File: config.mk
export PLATFORM = sky130hd
export DESIGN_NAME = mem_arbiter
export DESIGN_NICKNAME = d
export VERILOG_FILES = /design/src/rtl/mem_arbiter_pkg.sv /design/src/rtl/mem_arbiter_arb_prio.sv /design/src/rtl/mem_arbiter.sv
export SDC_FILE = /design/constraint.sdc
export NUM_CORES = 1
export LEC_CHECK = 0
export ABC_AREA = 1
export BUFFER_PORTS_ARGS = -buffer_cell sky130_fd_sc_hd__buf_4
export CELL_PAD_IN_SITES_DETAIL_PLACEMENT = 0
export CELL_PAD_IN_SITES_GLOBAL_PLACEMENT = 1
export CORE_UTILIZATION = 22
export CTS_CLUSTER_SIZE = 30
export DETAILED_ROUTE_END_ITERATION = 16
export PLACE_DENSITY_LB_ADDON = 0.1
export SYNTH_ARGS = -nofsm -noshare
export SYNTH_HDL_FRONTEND = slang
export SYNTH_HIERARCHICAL = 1
export SYNTH_SLANG_ARGS = --single-unit
File: constraint.sdc
create_clock -name clk -period 2.07 [get_ports clk]
set_input_delay 0.414 -clock clk [delete_from_list [all_inputs] [get_ports clk]]
set_output_delay 0.414 -clock clk [all_outputs]
set_load 0.01 [all_outputs]
File: src/rtl/mem_arbiter_pkg.sv
// mem_arbiter_pkg: shared FSM state encoding and default memory geometry.
package mem_arbiter_pkg;
    typedef enum logic [1:0] {IDLE, RD_IF, RD_D} state_t;
    localparam int DEF_AW = 10;
    localparam int DEF_DW = 32;
endpackage

File: src/rtl/mem_arbiter_arb_prio.sv
// arb_prio: combinational fetch/data winner select with a starvation counter.
module arb_prio #(
    parameter int STARVE_MAX = 2
) (
    input  logic clk,
    input  logic rst_n,
    input  logic halt,
    input  logic if_req,
    input  logic d_req,
    output logic grant_if,
    output logic grant_d
);
    localparam int SW = (STARVE_MAX < 1) ? 1 : $clog2(STARVE_MAX + 1);
    logic [SW-1:0] starve_cnt;
    logic          starved;
    assign starved  = starve_cnt == SW'(STARVE_MAX);
    // Grants are forced low in reset so no RAM access leaks out.
    assign grant_if = rst_n & if_req & ~halt & (~d_req | starved);
    assign grant_d  = rst_n & d_req & ~grant_if;
    always_ff @(posedge clk or negedge rst_n) begin
        if (!rst_n)
            starve_cnt <= '0;
        else if (grant_if)
            starve_cnt <= '0;
        else if (grant_d && if_req && !starved)
            starve_cnt <= starve_cnt + 1'b1;
    end
endmodule

File: src/rtl/mem_arbiter.sv
// mem_arbiter: shares one synchronous RAM port between fetch and data requesters.
module mem_arbiter
    import mem_arbiter_pkg::*;
#(
    parameter int AW         = DEF_AW,
    parameter int DW         = DEF_DW,
    parameter int STARVE_MAX = 2
) (
    input  logic          clk,
    input  logic          rst_n,
    input  logic          halt,
    input  logic          if_req,
    input  logic [AW-1:0] if_addr,
    output logic          if_ack,
    output logic          if_rvalid,
    output logic [DW-1:0] if_rdata,
    input  logic          d_req,
    input  logic          d_we,
    input  logic [AW-1:0] d_addr,
    input  logic [DW-1:0] d_wdata,
    output logic          d_ack,
    output logic          d_rvalid,
    output logic [DW-1:0] d_rdata,
    output logic          mem_en,
    output logic          mem_we,
    output logic [AW-1:0] mem_addr,
    output logic [DW-1:0] mem_wdata,
    input  logic [DW-1:0] mem_rdata,
    output logic [15:0]   if_stall_cnt
);
    state_t state;
    logic   grant_if, grant_d;

    arb_prio #(.STARVE_MAX(STARVE_MAX)) u_prio (
        .clk      (clk),
        .rst_n    (rst_n),
        .halt     (halt),
        .if_req   (if_req),
        .d_req    (d_req),
        .grant_if (grant_if),
        .grant_d  (grant_d)
    );

    assign if_ack    = grant_if;
    assign d_ack     = grant_d;
    assign mem_en    = grant_if | grant_d;
    assign mem_we    = grant_d & d_we;
    assign mem_addr  = grant_d ? d_addr : if_addr;
    assign mem_wdata = d_wdata;
    assign if_rvalid = state == RD_IF;
    assign d_rvalid  = state == RD_D;
    assign if_rdata  = mem_rdata;
    assign d_rdata   = mem_rdata;

    // The state records which port owns the read returning next cycle.
    always_ff @(posedge clk or negedge rst_n) begin
        if (!rst_n) begin
            state        <= IDLE;
            if_stall_cnt <= '0;
        end else begin
            state <= grant_if ? RD_IF : (grant_d && !d_we) ? RD_D : IDLE;
            if (if_req && !if_ack && !halt && if_stall_cnt != 16'hFFFF)
                if_stall_cnt <= if_stall_cnt + 16'd1;
        end
    end
endmodule

### After elaboration in Yosys (flattened, before gate mapping)

Index checks and enable logic that the tools add are counted.

| storage, ports and cells | value |
|---|---|
| input bits | 90 |
| register bits | 20 |
| output and inout port bits | 128 |

| operators by class | value |
|---|---|
| muxes and demuxes | 5 |
| reductions and logical operators | 11 |
| add/subtract/negate cells | 2 |
| equal/unequal tests | 4 |
| bitwise operators | 11 |

Operators by type and width:

| kind | number |
|---|---|
| 16-bit by 1-bit adder with 16-bit output (second input constant) | 1 |
| 16-bit != test (second input constant) | 1 |
| 10-bit 2-to-1 mux | 1 |
| 2-bit 2-to-1 mux | 4 |
| 1-bit AND | 6 |
| 1-bit logical AND | 6 |
| 2-bit equality test (second input constant) | 2 |
| 1-bit logical NOT | 4 |
| 1-bit inverter | 3 |
| 2-bit by 1-bit adder with 2-bit output (second input constant) | 1 |
| 2-bit by 1-bit equality test with 1-bit output (second input constant) | 1 |
| 1-bit OR | 2 |
| 2-bit nonzero test | 1 |

### Longest topological paths before layout

| logic depth | value |
|---|---|
| depth after elaboration | 9 |
| gate-level depth with buffers | 14 |

### By module

The synthesis kept the hierarchy.

Modules (own cells, without submodules):

| module | sequential area each (um^2) | area each (um^2) | cells each | times used |
|---|---|---|---|---|
| mem_arbiter | 450.4 | 1,998.2 | 300 | 1 |
| arb_prio | 50.0 | 163.9 | 24 | 1 |

### Least setup slack after synthesis

OpenSTA, ideal clock, no wires.

| timing | value |
|---|---|
| path kind | reg-to-output |
| start point | register u_prio.starve_cnt[0] |
| end point | output mem_addr[0] |
| path buffers | 1 |
| arrival time | 1.606 ns |
| cell stages (with the launch flop) | 11 |
| data required time | 1.656 ns |
| setup slack | 0.050 ns |
| cell sequence | dfrtp_1 -> inv_1 -> ha_1 -> inv_1 -> nand2_2 -> nand2_2 -> inv_2 -> nor2_1 -> clkbuf_1 -> nand2_1 -> nand2_1 |

| between the ends | value |
|---|---|
| cells in the longest elaborated chain, start to end | 6 |

Ends and longest elaborated chain:

| what | line | RTL |
|---|---|---|
| start, declared | mem_arbiter_arb_prio.sv:14 | `logic [SW-1:0] starve_cnt;` |
| start signal, assigned | mem_arbiter_arb_prio.sv:26 | `starve_cnt <= starve_cnt + 1'b1;` |
| 2-bit equality test | mem_arbiter_arb_prio.sv:16 | `assign starved = starve_cnt == SW'(STARVE_MAX);` |
| 1-bit OR | mem_arbiter_arb_prio.sv:18 | `assign grant_if = rst_n & if_req & ~halt & (~d_req \| starved);` |
| 1-bit AND | mem_arbiter_arb_prio.sv:18 |  |
| named net if_ack | mem_arbiter.sv:14 | `output logic if_ack,` |
| 1-bit inverter | mem_arbiter_arb_prio.sv:19 | `assign grant_d = rst_n & d_req & ~grant_if;` |
| 1-bit AND | mem_arbiter_arb_prio.sv:19 |  |
| named net d_ack | mem_arbiter.sv:21 | `output logic d_ack,` |
| 10-bit 2-to-1 mux | mem_arbiter.sv:48 | `assign mem_addr = grant_d ? d_addr : if_addr;` |
| end, declared | mem_arbiter.sv:26 | `output logic [AW-1:0] mem_addr,` |

The timed path passes the listed nets, and every way through them passes these cells.

### Final worst setup path

| timing | value |
|---|---|
| start point | register u_prio.starve_cnt[1] |
| end point | output mem_addr[5] |

| between the ends | value |
|---|---|
| cells in the longest elaborated chain, start to end | 6 |

Ends and longest elaborated chain:

| what | line |
|---|---|
| 2-bit equality test | mem_arbiter_arb_prio.sv:16 |
| 1-bit OR | mem_arbiter_arb_prio.sv:18 |
| 1-bit AND | mem_arbiter_arb_prio.sv:18 |
| 1-bit inverter | mem_arbiter_arb_prio.sv:19 |
| 1-bit AND | mem_arbiter_arb_prio.sv:19 |
| 10-bit 2-to-1 mux | mem_arbiter.sv:48 |

Every way passes these cells.

==> impl_summary.log <==
INFO  metric cts-hold-fix-buffers = 0
INFO  metric clk_path_buf_depth = 2
INFO  metric iteration_0_drc_markers = 22
INFO  metric antennaDiodeCount = 0
INFO  metric synthDominantAreaCellType = buf_4
INFO  metric clock-sinks = 20
INFO  metric yosys_warnings = 6
INFO  metric grt_pass1_vias = about 1700
INFO  metric max_cap_violations = 0
INFO  metric max_freq = slightly below 500 MHz
INFO  metric synthDistinctLibCells = 23
INFO  metric drt_drc_violations_left = 0
INFO  metric power.share.sequential = 35.8%
INFO  metric totalWireLength = 5450 um
INFO  metric p_leak = between 0.001 and 0.0015 uW
INFO  metric avgSynthCellArea = ~6.7 um2
INFO  metric p_sw_share = around a third
INFO  metric chipWidth = 101 um
INFO  metric finalSetupViolations = 0
INFO  metric power.ir.vdd_worst = 172 uV
INFO  metric power_frac_comb = approximately 37%
INFO  metric synth_cells = approximately 320
INFO  metric pwr-share-clk = between 20 and 30%
INFO  metric hpwl = 4170 um
INFO  metric syn2layout_area_growth = 6.94%
INFO  metric firstDrtPassIters = 4
INFO  metric grt_setup_unrepaired = yes
INFO  metric initial_core_utilization = about 23%
INFO  metric sequential_to_total_area_share_from_yosys_stat = 23.1%
INFO  metric grt_pass1_wl = ~8600 um
INFO  metric floorplan.core_area = 9370 um2
INFO  metric critical_path_arrival = 1.61 ns
INFO  metric filler_cells_inserted = 1074
INFO  metric placement.io_buffers = 57
INFO  metric postRouteAntennaNets = 0
INFO  metric least_margin_pin_slew = between 0.2 and 0.3 ns
INFO  metric number_of_nets_in_the_layout = about 390
INFO  metric cts_tree = built
INFO  metric die-height = around 100 um
INFO  metric post_synth_net_total = between 400 and 500
INFO  metric stdcell_count = around 430
INFO  metric globalRouteOverflowTotal = 0
INFO  metric internal-power = 1010 uW
INFO  metric path_type_of_the_worst_setup_path = flop to primary output
INFO  metric synthDominantCellAreaShare = between 30% and 40%
INFO  metric hold-worst-slack = 0.145 ns
INFO  metric setup_ws_pre_cts = between 0.08 and 0.09 ns
INFO  metric power.net_switching = between 500 and 600 uW
INFO  metric gp_routability_congestion = 0.702
INFO  metric fin_ws = 0.0437 ns
INFO  metric worstSetupStartpointType = flop
INFO  metric placement_rows = 35
INFO  metric cell_types_occupying_the_most_area_after_synthesis = buf_4 (33%), dfrtp_1 (23%), nand2_1 (18%)
INFO  metric setup.worst_path.end_class = primary output
INFO  metric post-route-period-util = a little over nine tenths
INFO  metric routed-via-count = approximately 1600
INFO  metric die-area = 10200 um2
INFO  metric hold_viol = 0
INFO  metric yosys_register_bits = 20
INFO  metric final_core_util = 24.7%
INFO  metric clkLatencyLatePin = around 0.27 ns
INFO  metric clk_transition_reported_paths = 0.09 ns
INFO  metric routed_via_density = 3.83
INFO  metric required_time_of_the_critical_path = approximately 1.7 ns
INFO  metric grt_max_degree = 21
INFO  metric setup_total_negative_slack = 0 ns
INFO  metric cts_max_level = 1
INFO  metric pwr_per_cell_area = 655 nW/um2
INFO  metric slew_violations = 0
INFO  metric groute.usage.overall = between 10 and 15%
INFO  metric boundaryPins = between 200 and 250
INFO  metric numCtsBuffers = 3
INFO  metric synthesis.area = 2160 um2
INFO  metric antenna_found_initial = 0
INFO  metric place_inst = ~420
INFO  metric finalWorstPathRequiredPeriod = 2.03 ns
INFO  metric run_status = finished, final reports clean
INFO  metric worst_min_delay_path_category = primary input to asynchronous set/reset pin
INFO  metric fin_skew = approximately 0.0063 ns
INFO  metric timing.slew.headroom = about 80%
INFO  metric worst-path-max-fanout = 6
INFO  metric final_layout_size_suffix_gt1_share = just over 40%
INFO  metric wl_per_cell = around 13 um
INFO  metric cts_root_buf = clkbuf_8
worst paths after layout:
path                                           start               end  slack, ns  cells past startpoint
max in group asynchronous                      rst_n  if_stall_cnt[13]       1.70                      2
worst max-delay path            u_prio/starve_cnt[1]       mem_addr[5]       0.04                     10
worst max register to register  u_prio/starve_cnt[1]   if_stall_cnt[8]       0.19                     12
worst min-delay path                           rst_n   if_stall_cnt[7]       0.15                      2
min in group clk                                d_we          state[1]       0.33                      2
worst min register to register      if_stall_cnt[15]  if_stall_cnt[15]       0.53                      2
registers in the layout, indices dropped and copies added, names as in the netlist:
signal	flops
state	2
if_stall_cnt	16
u_prio/starve_cnt	2
cell families (layout without fill, tap and decap cells):
kind of cell               count (synthesis)  after routing  share of synthesized area, %
AOI/OAI and AO/OA                          5              5                          1.50
xor gates and xnor gates                   3              3                          1.22
adders and majority gates                  2              2                          1.16
buffers and inverters                    128            102                          39.2
DFF                                       20             20                          23.1
and+or+nand+nor                          166            166                          33.7
power by group through the flow:
stage,logic (uW),registers (uW),clock network [uW]
6_report,556,542,417
5_1_grt,628,553,450
4_1_cts,503,538,441
3_5_place_dp,436,548,0
3_3_place_gp,442,547,0
2_1_floorplan,413,546,0
worst max-delay path: stages, from the launching register on:
cell	delay [ns]
dfrtp_1	0.41
ha_4	0.17
inv_2	0.06
nand2_4	0.05
nand2_4	0.08
inv_4	0.04
nor2_4	0.15
buf_6	0.17
nand2_2	0.06
nand2_2	0.06
buf_6	0.09
layout make-up:
type	count	area, um2	share of cell area [%]
Clock buffer	3	41.3	1.79
Clock inverter	1	30.0	1.30
Inverter	29	114	4.92
Multi-Input combinational cell	176	898	38.9
Sequential cell	20	500	21.6
Tap cell	129	161	6.98
Timing Repair Buffer	69	567	24.5
timing repair:
| action | CTS | global route |
|---|---|---|
| gates resized for setup | 19 | 29 |
| endpoints found under the setup margin | 13 | 13 |
| cloned | 1 | 0 |
| pin swaps | 10 | 16 |
| buffers inserted | 4 | 3 |
per-stage QoR:
stage	power, uW	instance area [um2]
after floorplan	959	2160
final	1520	2310
after CTS	1480	2210
after global placement	990	2040
after global routing	1630	2310
after detailed placement	983	2040
Yosys cell counts:
library cell and count:
nand2_4 2, o21ai_0 3, inv_2 2, buf_4 96, nand3_1 11, buf_6 1
clkbuf_1 2, and2_1 1, inv_1 27, xor2_1 2, o21ai_2 2, nor3_2 1
dfrtp_1 20, nor3_1 1, nand4_1 7, nand3_2 1, nor2_2 6, nand2_2 7
ha_1 2, xnor2_1 1, nand3b_1 3, nand2_1 104, nor2_1 22
cell usage in the layout, fill, tap and decap left out, types with 2 or more instances in the layout:
| cell | count |
|---|---|
| nor2_2 | 7 |
| buf_6 | 13 |
| o21ai_0 | 3 |
| nand2_4 | 4 |
| nand2_1 | 83 |
| clkbuf_8 | 3 |
| nand3b_1 | 3 |
| dfrtp_1 | 20 |
| nand2_2 | 26 |
| inv_2 | 4 |
| nor2_1 | 20 |
| inv_4 | 2 |
| inv_1 | 23 |
| o21ai_2 | 2 |
| buf_4 | 56 |
| xor2_1 | 2 |
| nand4_1 | 7 |
| nand3_1 | 11 |
routing by layer:
| metal | vias to the layer above | global-route usage, % | share of wire (%) |
|---|---|---|---|
| li1 | 835 | - | - |
| met4 | 0 | 4.24 | 2.7 |
| met3 | 26 | 3.38 | 8.2 |
| met1 | 710 | 12.9 | 41 |
| met2 | 65 | 18.7 | 48 |
| met5 | - | 0 | 0 |
Power figures use the tool's default switching activity.
